[config.mk]
export PLATFORM = sky130hd
export DESIGN_NAME = dec_exe_pipe_flat
export DESIGN_NICKNAME = d
export VERILOG_FILES = /design/src/rtl/dec_exe_pipe_pkg.sv /design/src/rtl/dec_exe_pipe_if.sv /design/src/rtl/dec_exe_pipe_perf_sat_counter.sv /design/src/rtl/dec_exe_pipe.sv /design/src/flat_wrapper.sv
export SDC_FILE = /design/constraint.sdc
export NUM_CORES = 1
export LEC_CHECK = 0
export BUFFER_PORTS_ARGS = -buffer_cell sky130_fd_sc_hd__buf_2
export CORE_AREA = 10 10 166 168
export DETAILED_ROUTE_END_ITERATION = 8
export DIE_AREA = 0 0 176 178
export HOLD_SLACK_MARGIN = 0.12
export PLACE_DENSITY = 0.81
export SETUP_SLACK_MARGIN = 0.1
export SYNTH_ARGS = -nofsm -noshare
export SYNTH_HDL_FRONTEND = slang
export SYNTH_HIERARCHICAL = 1
export SYNTH_SLANG_ARGS = --single-unit
[constraint.sdc]
create_clock -name clk -period 2.9 [get_ports clk]
set_input_delay 0 -clock clk [delete_from_list [all_inputs] [get_ports clk]]
set_output_delay 0 -clock clk [all_outputs]
set_load 0.02 [all_outputs]
[src/rtl/dec_exe_pipe_pkg.sv]
// Shared definitions for the DEC-to-EXE pipeline register: default widths,
// bubble encodings and the per-cycle action selection.
package dec_exe_pipe_pkg;

  localparam int XLEN_DEF  = 32;
  localparam int UOP_W_DEF = 16;
  localparam int CNT_W_DEF = 32;

  // A bubble carries an all-zero control bundle and targets x0.
  localparam logic [UOP_W_DEF-1:0] UOP_BUBBLE = '0;
  localparam logic [4:0]           REG_X0     = 5'd0;

  // What the EXE register does on the next rising edge (reset handled apart).
  typedef enum logic [1:0] {
    ACT_CAPTURE = 2'd0,
    ACT_STALL   = 2'd1,
    ACT_FLUSH   = 2'd2,
    ACT_HOLD    = 2'd3
  } pipe_act_e;

  // Priority: hold > flush > stall > capture.
  function automatic pipe_act_e pick_action(input logic hold, input logic flush,
                                            input logic stall);
    pipe_act_e act;
    act = ACT_CAPTURE;
    if (hold)       act = ACT_HOLD;
    else if (flush) act = ACT_FLUSH;
    else if (stall) act = ACT_STALL;
    return act;
  endfunction

endpackage

[src/rtl/dec_exe_pipe_if.sv]
// DEC/EXE boundary bundle: DEC-side request, EXE-side registered view,
// hold feedback and performance counters.
interface dec_exe_pipe_if
  import dec_exe_pipe_pkg::*;
#(
  parameter int XLEN  = XLEN_DEF,
  parameter int UOP_W = UOP_W_DEF,
  parameter int CNT_W = CNT_W_DEF
) ();
  logic             dec_valid;
  logic [XLEN-1:0]  dec_pc;
  logic [UOP_W-1:0] dec_uop;
  logic [XLEN-1:0]  dec_imm;
  logic [4:0]       dec_rd;
  logic             dec_rd_wenb;
  logic             dec_load;
  logic             dec_csr;
  logic [XLEN-1:0]  dec_rs1_data;
  logic [XLEN-1:0]  dec_rs2_data;
  logic             dec_stall;
  logic             dec_load_use;
  logic             dec_csr_use;
  logic             exe_flush;
  logic             exe_hold;
  logic             perf_clr;

  logic             exe_valid;
  logic [XLEN-1:0]  exe_pc;
  logic [UOP_W-1:0] exe_uop;
  logic [XLEN-1:0]  exe_imm;
  logic [4:0]       exe_rd;
  logic             exe_rd_wenb;
  logic             exe_load;
  logic             exe_csr;
  logic [XLEN-1:0]  exe_rs1_data;
  logic [XLEN-1:0]  exe_rs2_data;
  logic             dec_hold;
  logic [CNT_W-1:0] perf_issue_cnt;
  logic [CNT_W-1:0] perf_bubble_cnt;
  logic [CNT_W-1:0] perf_load_use_cnt;
  logic [CNT_W-1:0] perf_csr_use_cnt;

  // Pipeline register side.
  modport slave (
    input  dec_valid, dec_pc, dec_uop, dec_imm, dec_rd, dec_rd_wenb, dec_load,
           dec_csr, dec_rs1_data, dec_rs2_data, dec_stall, dec_load_use,
           dec_csr_use, exe_flush, exe_hold, perf_clr,
    output exe_valid, exe_pc, exe_uop, exe_imm, exe_rd, exe_rd_wenb, exe_load,
           exe_csr, exe_rs1_data, exe_rs2_data, dec_hold, perf_issue_cnt,
           perf_bubble_cnt, perf_load_use_cnt, perf_csr_use_cnt
  );

  // Core-control side driving DEC fields and observing EXE.
  modport master (
    output dec_valid, dec_pc, dec_uop, dec_imm, dec_rd, dec_rd_wenb, dec_load,
           dec_csr, dec_rs1_data, dec_rs2_data, dec_stall, dec_load_use,
           dec_csr_use, exe_flush, exe_hold, perf_clr,
    input  exe_valid, exe_pc, exe_uop, exe_imm, exe_rd, exe_rd_wenb, exe_load,
           exe_csr, exe_rs1_data, exe_rs2_data, dec_hold, perf_issue_cnt,
           perf_bubble_cnt, perf_load_use_cnt, perf_csr_use_cnt
  );
endinterface

[src/rtl/dec_exe_pipe_perf_sat_counter.sv]
// Saturating event counter with synchronous clear; clear beats increment.
module perf_sat_counter #(
  parameter int CNT_W = 32
) (
  input  logic             clk,
  input  logic             reset,
  input  logic             i_inc,
  input  logic             i_clr,
  output logic [CNT_W-1:0] o_cnt
);
  logic [CNT_W-1:0] r_cnt;

  // Count events, sticking at all-ones instead of wrapping.
  always_ff @(posedge clk) begin
    if (reset || i_clr)
      r_cnt <= '0;
    else if (i_inc && (r_cnt != {CNT_W{1'b1}}))
      r_cnt <= r_cnt + CNT_W'(1);
  end

  assign o_cnt = r_cnt;
endmodule

[src/rtl/dec_exe_pipe.sv]
// DEC-to-EXE pipeline register: captures one decoded instruction per cycle,
// inserts bubbles on stall/flush, freezes on EXE hold, counts issue/stall events.
module dec_exe_pipe
  import dec_exe_pipe_pkg::*;
#(
  parameter int XLEN  = XLEN_DEF,
  parameter int UOP_W = UOP_W_DEF,
  parameter int CNT_W = CNT_W_DEF
) (
  input logic           clk,
  input logic           reset,
  dec_exe_pipe_if.slave bus
);
  pipe_act_e        w_act;
  logic             w_load_bubble;
  logic             w_issue_inc;
  logic             w_bubble_inc;

  logic             r_valid_p1;
  logic [XLEN-1:0]  r_pc_p1;
  logic [UOP_W-1:0] r_uop_p1;
  logic [XLEN-1:0]  r_imm_p1;
  logic [4:0]       r_rd_p1;
  logic             r_rd_wenb_p1;
  logic             r_load_p1;
  logic             r_csr_p1;
  logic [XLEN-1:0]  r_rs1_p1;
  logic [XLEN-1:0]  r_rs2_p1;

  assign w_act         = pick_action(bus.exe_hold, bus.exe_flush, bus.dec_stall);
  assign w_load_bubble = reset || (w_act == ACT_FLUSH) || (w_act == ACT_STALL);
  // A stall under a flush is not counted: the flush already killed that slot.
  assign w_issue_inc   = (w_act == ACT_CAPTURE) && bus.dec_valid;
  assign w_bubble_inc  = (w_act == ACT_STALL) && bus.dec_valid;

  // DEC -> EXE stage boundary: bubble, freeze or capture.
  always_ff @(posedge clk) begin
    if (w_load_bubble) begin
      r_valid_p1   <= 1'b0;
      r_pc_p1      <= '0;
      r_uop_p1     <= UOP_W'(UOP_BUBBLE);
      r_imm_p1     <= '0;
      r_rd_p1      <= REG_X0;
      r_rd_wenb_p1 <= 1'b0;
      r_load_p1    <= 1'b0;
      r_csr_p1     <= 1'b0;
      r_rs1_p1     <= '0;
      r_rs2_p1     <= '0;
    end else if (w_act == ACT_CAPTURE) begin
      r_valid_p1   <= bus.dec_valid;
      r_pc_p1      <= bus.dec_pc;
      r_uop_p1     <= bus.dec_uop;
      r_imm_p1     <= bus.dec_imm;
      r_rd_p1      <= bus.dec_rd;
      // Gate side-effect flags so an invalid slot never looks like a writer.
      r_rd_wenb_p1 <= bus.dec_rd_wenb && bus.dec_valid;
      r_load_p1    <= bus.dec_load && bus.dec_valid;
      r_csr_p1     <= bus.dec_csr && bus.dec_valid;
      r_rs1_p1     <= bus.dec_rs1_data;
      r_rs2_p1     <= bus.dec_rs2_data;
    end
  end

  assign bus.exe_valid    = r_valid_p1;
  assign bus.exe_pc       = r_pc_p1;
  assign bus.exe_uop      = r_uop_p1;
  assign bus.exe_imm      = r_imm_p1;
  assign bus.exe_rd       = r_rd_p1;
  assign bus.exe_rd_wenb  = r_rd_wenb_p1;
  assign bus.exe_load     = r_load_p1;
  assign bus.exe_csr      = r_csr_p1;
  assign bus.exe_rs1_data = r_rs1_p1;
  assign bus.exe_rs2_data = r_rs2_p1;
  assign bus.dec_hold     = bus.exe_hold;

  perf_sat_counter #(.CNT_W(CNT_W)) u_issue_cnt (
    .clk(clk), .reset(reset), .i_inc(w_issue_inc), .i_clr(bus.perf_clr),
    .o_cnt(bus.perf_issue_cnt));

  perf_sat_counter #(.CNT_W(CNT_W)) u_bubble_cnt (
    .clk(clk), .reset(reset), .i_inc(w_bubble_inc), .i_clr(bus.perf_clr),
    .o_cnt(bus.perf_bubble_cnt));

  perf_sat_counter #(.CNT_W(CNT_W)) u_load_use_cnt (
    .clk(clk), .reset(reset), .i_inc(w_bubble_inc && bus.dec_load_use),
    .i_clr(bus.perf_clr), .o_cnt(bus.perf_load_use_cnt));

  perf_sat_counter #(.CNT_W(CNT_W)) u_csr_use_cnt (
    .clk(clk), .reset(reset), .i_inc(w_bubble_inc && bus.dec_csr_use),
    .i_clr(bus.perf_clr), .o_cnt(bus.perf_csr_use_cnt));
endmodule

[src/flat_wrapper.sv]
// flat-port wrapper written by rule: the top's interface ports become plain ports
module dec_exe_pipe_flat import dec_exe_pipe_pkg::*;
#(
  parameter int XLEN  = XLEN_DEF,
  parameter int UOP_W = UOP_W_DEF,
  parameter int CNT_W = CNT_W_DEF
)
  (clk, reset, bus_dec_valid, bus_dec_pc, bus_dec_uop, bus_dec_imm, bus_dec_rd, bus_dec_rd_wenb, bus_dec_load, bus_dec_csr, bus_dec_rs1_data, bus_dec_rs2_data, bus_dec_stall, bus_dec_load_use, bus_dec_csr_use, bus_exe_flush, bus_exe_hold, bus_perf_clr, bus_exe_valid, bus_exe_pc, bus_exe_uop, bus_exe_imm, bus_exe_rd, bus_exe_rd_wenb, bus_exe_load, bus_exe_csr, bus_exe_rs1_data, bus_exe_rs2_data, bus_dec_hold, bus_perf_issue_cnt, bus_perf_bubble_cnt, bus_perf_load_use_cnt, bus_perf_csr_use_cnt);
  dec_exe_pipe_if #(.XLEN(XLEN), .UOP_W(UOP_W), .CNT_W(CNT_W)) bus_i ();
  input logic clk;
  input logic reset;
  input wire logic [$bits(bus_i.dec_valid)-1:0] bus_dec_valid;
  input wire logic [$bits(bus_i.dec_pc)-1:0] bus_dec_pc;
  input wire logic [$bits(bus_i.dec_uop)-1:0] bus_dec_uop;
  input wire logic [$bits(bus_i.dec_imm)-1:0] bus_dec_imm;
  input wire logic [$bits(bus_i.dec_rd)-1:0] bus_dec_rd;
  input wire logic [$bits(bus_i.dec_rd_wenb)-1:0] bus_dec_rd_wenb;
  input wire logic [$bits(bus_i.dec_load)-1:0] bus_dec_load;
  input wire logic [$bits(bus_i.dec_csr)-1:0] bus_dec_csr;
  input wire logic [$bits(bus_i.dec_rs1_data)-1:0] bus_dec_rs1_data;
  input wire logic [$bits(bus_i.dec_rs2_data)-1:0] bus_dec_rs2_data;
  input wire logic [$bits(bus_i.dec_stall)-1:0] bus_dec_stall;
  input wire logic [$bits(bus_i.dec_load_use)-1:0] bus_dec_load_use;
  input wire logic [$bits(bus_i.dec_csr_use)-1:0] bus_dec_csr_use;
  input wire logic [$bits(bus_i.exe_flush)-1:0] bus_exe_flush;
  input wire logic [$bits(bus_i.exe_hold)-1:0] bus_exe_hold;
  input wire logic [$bits(bus_i.perf_clr)-1:0] bus_perf_clr;
  output wire logic [$bits(bus_i.exe_valid)-1:0] bus_exe_valid;
  output wire logic [$bits(bus_i.exe_pc)-1:0] bus_exe_pc;
  output wire logic [$bits(bus_i.exe_uop)-1:0] bus_exe_uop;
  output wire logic [$bits(bus_i.exe_imm)-1:0] bus_exe_imm;
  output wire logic [$bits(bus_i.exe_rd)-1:0] bus_exe_rd;
  output wire logic [$bits(bus_i.exe_rd_wenb)-1:0] bus_exe_rd_wenb;
  output wire logic [$bits(bus_i.exe_load)-1:0] bus_exe_load;
  output wire logic [$bits(bus_i.exe_csr)-1:0] bus_exe_csr;
  output wire logic [$bits(bus_i.exe_rs1_data)-1:0] bus_exe_rs1_data;
  output wire logic [$bits(bus_i.exe_rs2_data)-1:0] bus_exe_rs2_data;
  output wire logic [$bits(bus_i.dec_hold)-1:0] bus_dec_hold;
  output wire logic [$bits(bus_i.perf_issue_cnt)-1:0] bus_perf_issue_cnt;
  output wire logic [$bits(bus_i.perf_bubble_cnt)-1:0] bus_perf_bubble_cnt;
  output wire logic [$bits(bus_i.perf_load_use_cnt)-1:0] bus_perf_load_use_cnt;
  output wire logic [$bits(bus_i.perf_csr_use_cnt)-1:0] bus_perf_csr_use_cnt;
  assign bus_i.dec_valid = bus_dec_valid;
  assign bus_i.dec_pc = bus_dec_pc;
  assign bus_i.dec_uop = bus_dec_uop;
  assign bus_i.dec_imm = bus_dec_imm;
  assign bus_i.dec_rd = bus_dec_rd;
  assign bus_i.dec_rd_wenb = bus_dec_rd_wenb;
  assign bus_i.dec_load = bus_dec_load;
  assign bus_i.dec_csr = bus_dec_csr;
  assign bus_i.dec_rs1_data = bus_dec_rs1_data;
  assign bus_i.dec_rs2_data = bus_dec_rs2_data;
  assign bus_i.dec_stall = bus_dec_stall;
  assign bus_i.dec_load_use = bus_dec_load_use;
  assign bus_i.dec_csr_use = bus_dec_csr_use;
  assign bus_i.exe_flush = bus_exe_flush;
  assign bus_i.exe_hold = bus_exe_hold;
  assign bus_i.perf_clr = bus_perf_clr;
  assign bus_exe_valid = bus_i.exe_valid;
  assign bus_exe_pc = bus_i.exe_pc;
  assign bus_exe_uop = bus_i.exe_uop;
  assign bus_exe_imm = bus_i.exe_imm;
  assign bus_exe_rd = bus_i.exe_rd;
  assign bus_exe_rd_wenb = bus_i.exe_rd_wenb;
  assign bus_exe_load = bus_i.exe_load;
  assign bus_exe_csr = bus_i.exe_csr;
  assign bus_exe_rs1_data = bus_i.exe_rs1_data;
  assign bus_exe_rs2_data = bus_i.exe_rs2_data;
  assign bus_dec_hold = bus_i.dec_hold;
  assign bus_perf_issue_cnt = bus_i.perf_issue_cnt;
  assign bus_perf_bubble_cnt = bus_i.perf_bubble_cnt;
  assign bus_perf_load_use_cnt = bus_i.perf_load_use_cnt;
  assign bus_perf_csr_use_cnt = bus_i.perf_csr_use_cnt;
  dec_exe_pipe #(.XLEN(XLEN), .UOP_W(UOP_W), .CNT_W(CNT_W)) u_core (.clk(clk), .reset(reset), .bus(bus_i));
endmodule
After elaboration in Yosys (flattened, before gate mapping) --
Cells that the tools add are included.
Operators by class: add/subtract/negate cells 4, multiply operators 0, div/mod/pow operators 0, $lt $le $gt $ge 0, equality and inequality tests 6, shift-type cells 0, multiplexer cells 3, bitwise gates (word level) 0, reduce and logical (&&, ||, !) cells 15
Operator list (number):
- $add A32 B1 Y32 const B | 4
- $ne A32 B32 Y1 const B | 4
- $logic_and A1 B1 Y1 | 11
- $mux W2 | 2
- $logic_or A1 B1 Y1 | 3
- $eq A2 B1 Y1 const B | 1
- $eq A2 B2 Y1 const B | 1
- $logic_not A2 Y1 | 1
- $mux W1 | 1
Storage, ports and cells: flip-flop bits (word level) 281, bits in latches 0, bits in writable memories 0, ROM bits 0, input bits 161, output and inout port bits 282, logic and storage cells 42, memories 0

Longest topological paths before layout --
word-level depth 7, mapped depth 8

Modules after synthesis --
Netlist, hierarchy kept.
By module, submodules not included:
- perf_sat_counter | times used 4, cells an instance 189, area each 1681.6 um^2
- dec_exe_pipe | times used 1, cells an instance 519, area each 5365.1 um^2

Worst setup path before layout --
OpenSTA, ideal clock, no wires.
path kind register to register, from register u_core.u_bubble_cnt.r_cnt[0], in the netlist u_core/u_bubble_cnt/o_cnt[0], to register u_core.u_bubble_cnt.r_cnt[1], in the netlist u_core/u_bubble_cnt/o_cnt[1], setup time 0.130 ns, arrival time 1.899 ns, setup slack 0.871 ns, stages on the path, launching flop included 9, period minus slack after synthesis 2.029 ns, path through dfxtp_1 -> ha_1 -> and3_2 -> nand4_2 -> o31ai_4 -> buf_6 -> buf_6 -> mux2i_1 -> nor2_1
Between the ends: word-level cells in the longest chain between the ends 2
Ends and longest elaborated chain:
- start, declared | line dec_exe_pipe_perf_sat_counter.sv:11 | logic [CNT_W-1:0] r_cnt;
- start signal, assigned | line dec_exe_pipe_perf_sat_counter.sv:18 | r_cnt <= r_cnt + CNT_W'(1);
- branches (longest 2 deep; another with $add A32 B1 Y32)
Parallel ways; which one is timed is not known. A chain may end at the register's enable or synchronous reset.

Worst setup path in the final report --
from input bus_dec_stall, to register u_core.u_bubble_cnt.r_cnt[19], in the netlist u_core/u_bubble_cnt/o_cnt[19]
Between the ends: word-level cells in the longest chain between the ends 6
Ends and longest elaborated chain:
- start, declared | line flat_wrapper.sv:22 | input wire logic [$bits(bus_i.dec_stall)-1:0] bus_dec_stall;
- $mux W1 | line dec_exe_pipe_pkg.sv:28 | else if (stall) act = ACT_STALL;
- $mux W2 | line dec_exe_pipe_pkg.sv:27 | else if (flush) act = ACT_FLUSH;
- $mux W2 | line dec_exe_pipe_pkg.sv:26 | if (hold) act = ACT_HOLD;
- $eq A2 B1 Y1 | line dec_exe_pipe.sv:34 | assign w_bubble_inc = (w_act == ACT_STALL) && bus.dec_valid;
- $logic_and A1 B1 Y1 | line dec_exe_pipe.sv:34
- via u_core.w_bubble_inc | line dec_exe_pipe.sv:17 | logic w_bubble_inc;
- $logic_and A1 B1 Y1 | line dec_exe_pipe_perf_sat_counter.sv:17 | else if (i_inc && (r_cnt != {CNT_W{1'b1}}))
The timed path passes the listed nets, and every way through them passes these cells.

==> results.json <==
{
  "hold_ws_ns": 0.153,
  "synthFlopType": "dfxtp_1",
  "placement.io_buffers": 442,
  "cts_tree": "built",
  "period_needed_ns": 2.65,
  "vias": 13200,
  "syn_inst": 1275,
  "grtUsageTotal_pct": 29.2,
  "antenna_found_initial": 5,
  "clockRootBuffer": "clkbuf_16",
  "yosys.area_share.simple_pct": 21.9,
  "grt_overflow_total": 0,
  "start_util_pct": 50.2,
  "area_delta_synth_final_pct": 40.6,
  "die_h_um": 178,
  "io_pins": 443,
  "drtIter0Drc": 1318,
  "die-area_um2": 31300,
  "final_cells": 2192,
  "nets": 2008,
  "place_area_um2": 14400,
  "rr_startpoint": "u_core/u_load_use_cnt/o_cnt[0]",
  "outcome": "complete, no violations",
  "ys_ff_latch": 281,
  "ant_nets": 0,
  "async_reset_ff_share_pct": 0,
  "design_area_um2": 17000,
  "crit_path_end_kind": "flop",
  "viasPerCell": 6.02,
  "tightest_slew_ns": 0.888,
  "finalCritPeriodShare_pct": 91.5,
  "routedWlPerCell_um": 22.3,
  "fin_ws_ns": 0.246,
  "cts_buffers": 29,
  "clk_path_buf_depth": 3,
  "peakVddDrop_v": 0.000564,
  "synthesis.nets": 1440,
  "core_area_um2": 24100,
  "synth-compound-area-share_pct": 25.4,
  "rows": 57,
  "critPathLaunchType": "input pin",
  "synth_area_per_cell_um2": 9.48,
  "hold_start": "reset",
  "first_pass_iters": 6,
  "dp_hpwl_um": 30300,
  "syn_area_um2": 12100,
  "leakagePower_nw": 6.90,
  "power_density_nw_per_um2": 534,
  "worst_ep_arrival_time_ns": 3.12,
  "htreeDepth": 1,
  "worstSetupPathType": "in2reg",
  "drc_errors": 0,
  "setup_viol": 0,
  "ys_warn_count": 6,
  "final-max-slew-violation-count": 0,
  "hold_viol": 0,
  "final_common_cell": "buf_2",
  "ctsResizeCount": 0,
  "drv_cap": 0,
  "clock_latency_ns": 0.53,
  "cp_max_fo": 16,
  "fmax_ghz": 0.377,
  "slew_headroom_pct": 40.7,
  "cp_common_cell": "dlygate4sd3_1",
  "grt_pass1_vias": 12800,
  "pre_cts_ws_ns": 0.645,
  "die_x_um": 176,
  "min_path_type": "in2reg",
  "yosysSeqAreaShare_pct": 46.5,
  "clk_pin_slew_worst_paths_ns": 0.06,
  "grt_pass1_wl_um": 74400,
  "routabilityCongestion": 0.871,
  "synth.area.mux_share_pct": 0.331,
  "total_power_mw": 9.07,
  "critPathSlowestCell": "dlygate4sd3_1",
  "drive_above_1_share_pct": 36.8,
  "cp-startpoint": "bus_dec_stall",
  "cp.required_ns": 3.36,
  "synth-xor-area-share_pct": 0.579,
  "synthAdderAreaFrac_pct": 0.414,
  "cpPeakStageDelay_ns": 0.68,
  "wl_um": 48800,
  "cp.buffers_inverters": 4,
  "grt_max_degree": 72,
  "synth_top_family_by_area": "compound AO/OA/AOI/OAI gates",
  "mostFrequentLayoutCells": "buf_2 (442), dfxtp_1 (281), nor2_1 (170), dlygate4sd3_1 (161), a21oi_1 (89)",
  "critPathTopFamily": "buffers and inverters",
  "clock_skew_ns": 0.0148,
  "crit_chain": "dlygate4sd3_1 -> buf_2 -> nand2_1 -> nor3_2 -> dlygate4sd3_1 -> buf_4 -> and3_4 -> o311ai_4 -> or3_2 -> a21oi_2",
  "rsz0062_at_grt": "false",
  "numPlacedInstances": 1975,
  "synth_edf_count": 0,
  "utilization_pct": 70.5,
  "synth.distinct_cells": 45,
  "finalSetupTns_ns": 0,
  "cts_num_sinks": 281
}
## registers in the layout (all words and copies together) (netlist names)
| signal | cells |
|---|---|
| u_core/u_csr_use_cnt/o_cnt | 32 |
| u_core/bus.exe_rd | 5 |
| u_core/u_load_use_cnt/o_cnt | 32 |
| u_core/u_issue_cnt/o_cnt | 32 |
| u_core/bus.exe_pc | 32 |
| u_core/u_bubble_cnt/o_cnt | 32 |
| u_core/bus.exe_imm | 32 |
| u_core/bus.exe_rs2_data | 32 |
| u_core/bus.exe_valid | 1 |
| u_core/bus.exe_csr | 1 |
| u_core/bus.exe_rs1_data | 32 |
| u_core/bus.exe_load | 1 |
| u_core/bus.exe_rd_wenb | 1 |
| u_core/bus.exe_uop | 16 |
## report_power, final
group          total, mW  leakage (nW)  switching [mW]  internal, mW
clock network       3.83         0.488            1.54          2.29
logic               1.15          4.12           0.661         0.489
registers           4.09          2.29          0.0921          3.99
## final cells by class
cell class	instances	area [um^2]
well taps	324	405
clock buffers	40	847
clock inverters	11	133
diodes	5	12.5
fillers	1640	7110
flip-flops and latches	281	5630
inverters	17	68.8
multi-input cells	894	5890
repair buffers	620	4010
## cells by family after synthesis
family          after synthesis
simple gates                480
compound gates              398
flops                       281
buf+inv                     100
xor+xnor                      8
mux                           4
fa+ha+maj                     4
## worst paths after layout
| check | end | slack (ns) | depth (start not counted) |
|---|---|---|---|
| worst max register to register | u_core/u_load_use_cnt/o_cnt[8] | 0.61 | 7 |
| worst min register to register | u_core/u_load_use_cnt/o_cnt[7] | 0.50 | 2 |
| worst max-delay path | u_core/u_bubble_cnt/o_cnt[19] | 0.25 | 10 |
| worst min-delay path | u_core/bus.exe_load | 0.15 | 3 |
## synthesized netlist by cell type, types with 6 or more instances
library cell | n | area [um^2]
o31ai_1 | 36 | 270
o21ai_1 | 32 | 160
o21ai_0 | 40 | 200
nand2_1 | 49 | 184
o22ai_1 | 79 | 494
clkbuf_1 | 40 | 150
or3_1 | 61 | 382
and4_4 | 8 | 90.1
o22ai_2 | 70 | 876
a21oi_2 | 28 | 245
o31ai_4 | 8 | 170
nor2_1 | 170 | 638
nand2_2 | 8 | 50.1
a21oi_1 | 89 | 445
and3_2 | 8 | 60.1
buf_2 | 14 | 70.1
nand4_1 | 32 | 200
or4_1 | 36 | 270
and4_1 | 16 | 140
buf_6 | 24 | 270
inv_1 | 16 | 60.1
or3_2 | 16 | 120
and2_1 | 6 | 37.5
nand3_1 | 44 | 220
dfxtp_1 | 281 | 5630
## worst reg2reg max path, stage by stage (launching register included)
cell     delay [ns]
dfxtp_1        0.43
ha_1           0.22
and3_2         0.23
nand4_2        0.17
o31ai_4        0.77
buf_4          0.22
o21ai_1        0.05
a21oi_1        0.12
## layer usage
| layer | GRT usage (%) | share of wire [%] | wire [um] | up-vias |
|---|---|---|---|---|
| li1 | - | - | - | 5918 |
| met1 | 32.5 | 36 | 17700 | 6268 |
| met2 | 48.5 | 47 | 22900 | 808 |
| met3 | 10.0 | 11 | 5130 | 202 |
| met4 | 16.0 | 6.3 | 3060 | 4 |
| met5 | 0 | 0.070 | 34 | - |
## timing repair
action | 4_1_cts | 5_1_grt
buffers inserted | 0 | 0
hold buffers | 161 | 0
endpoints found under the hold margin | 157 | 0
setup endpoints to repair | 0 | 0
No activity file was read; power rests on OpenSTA's default activity.
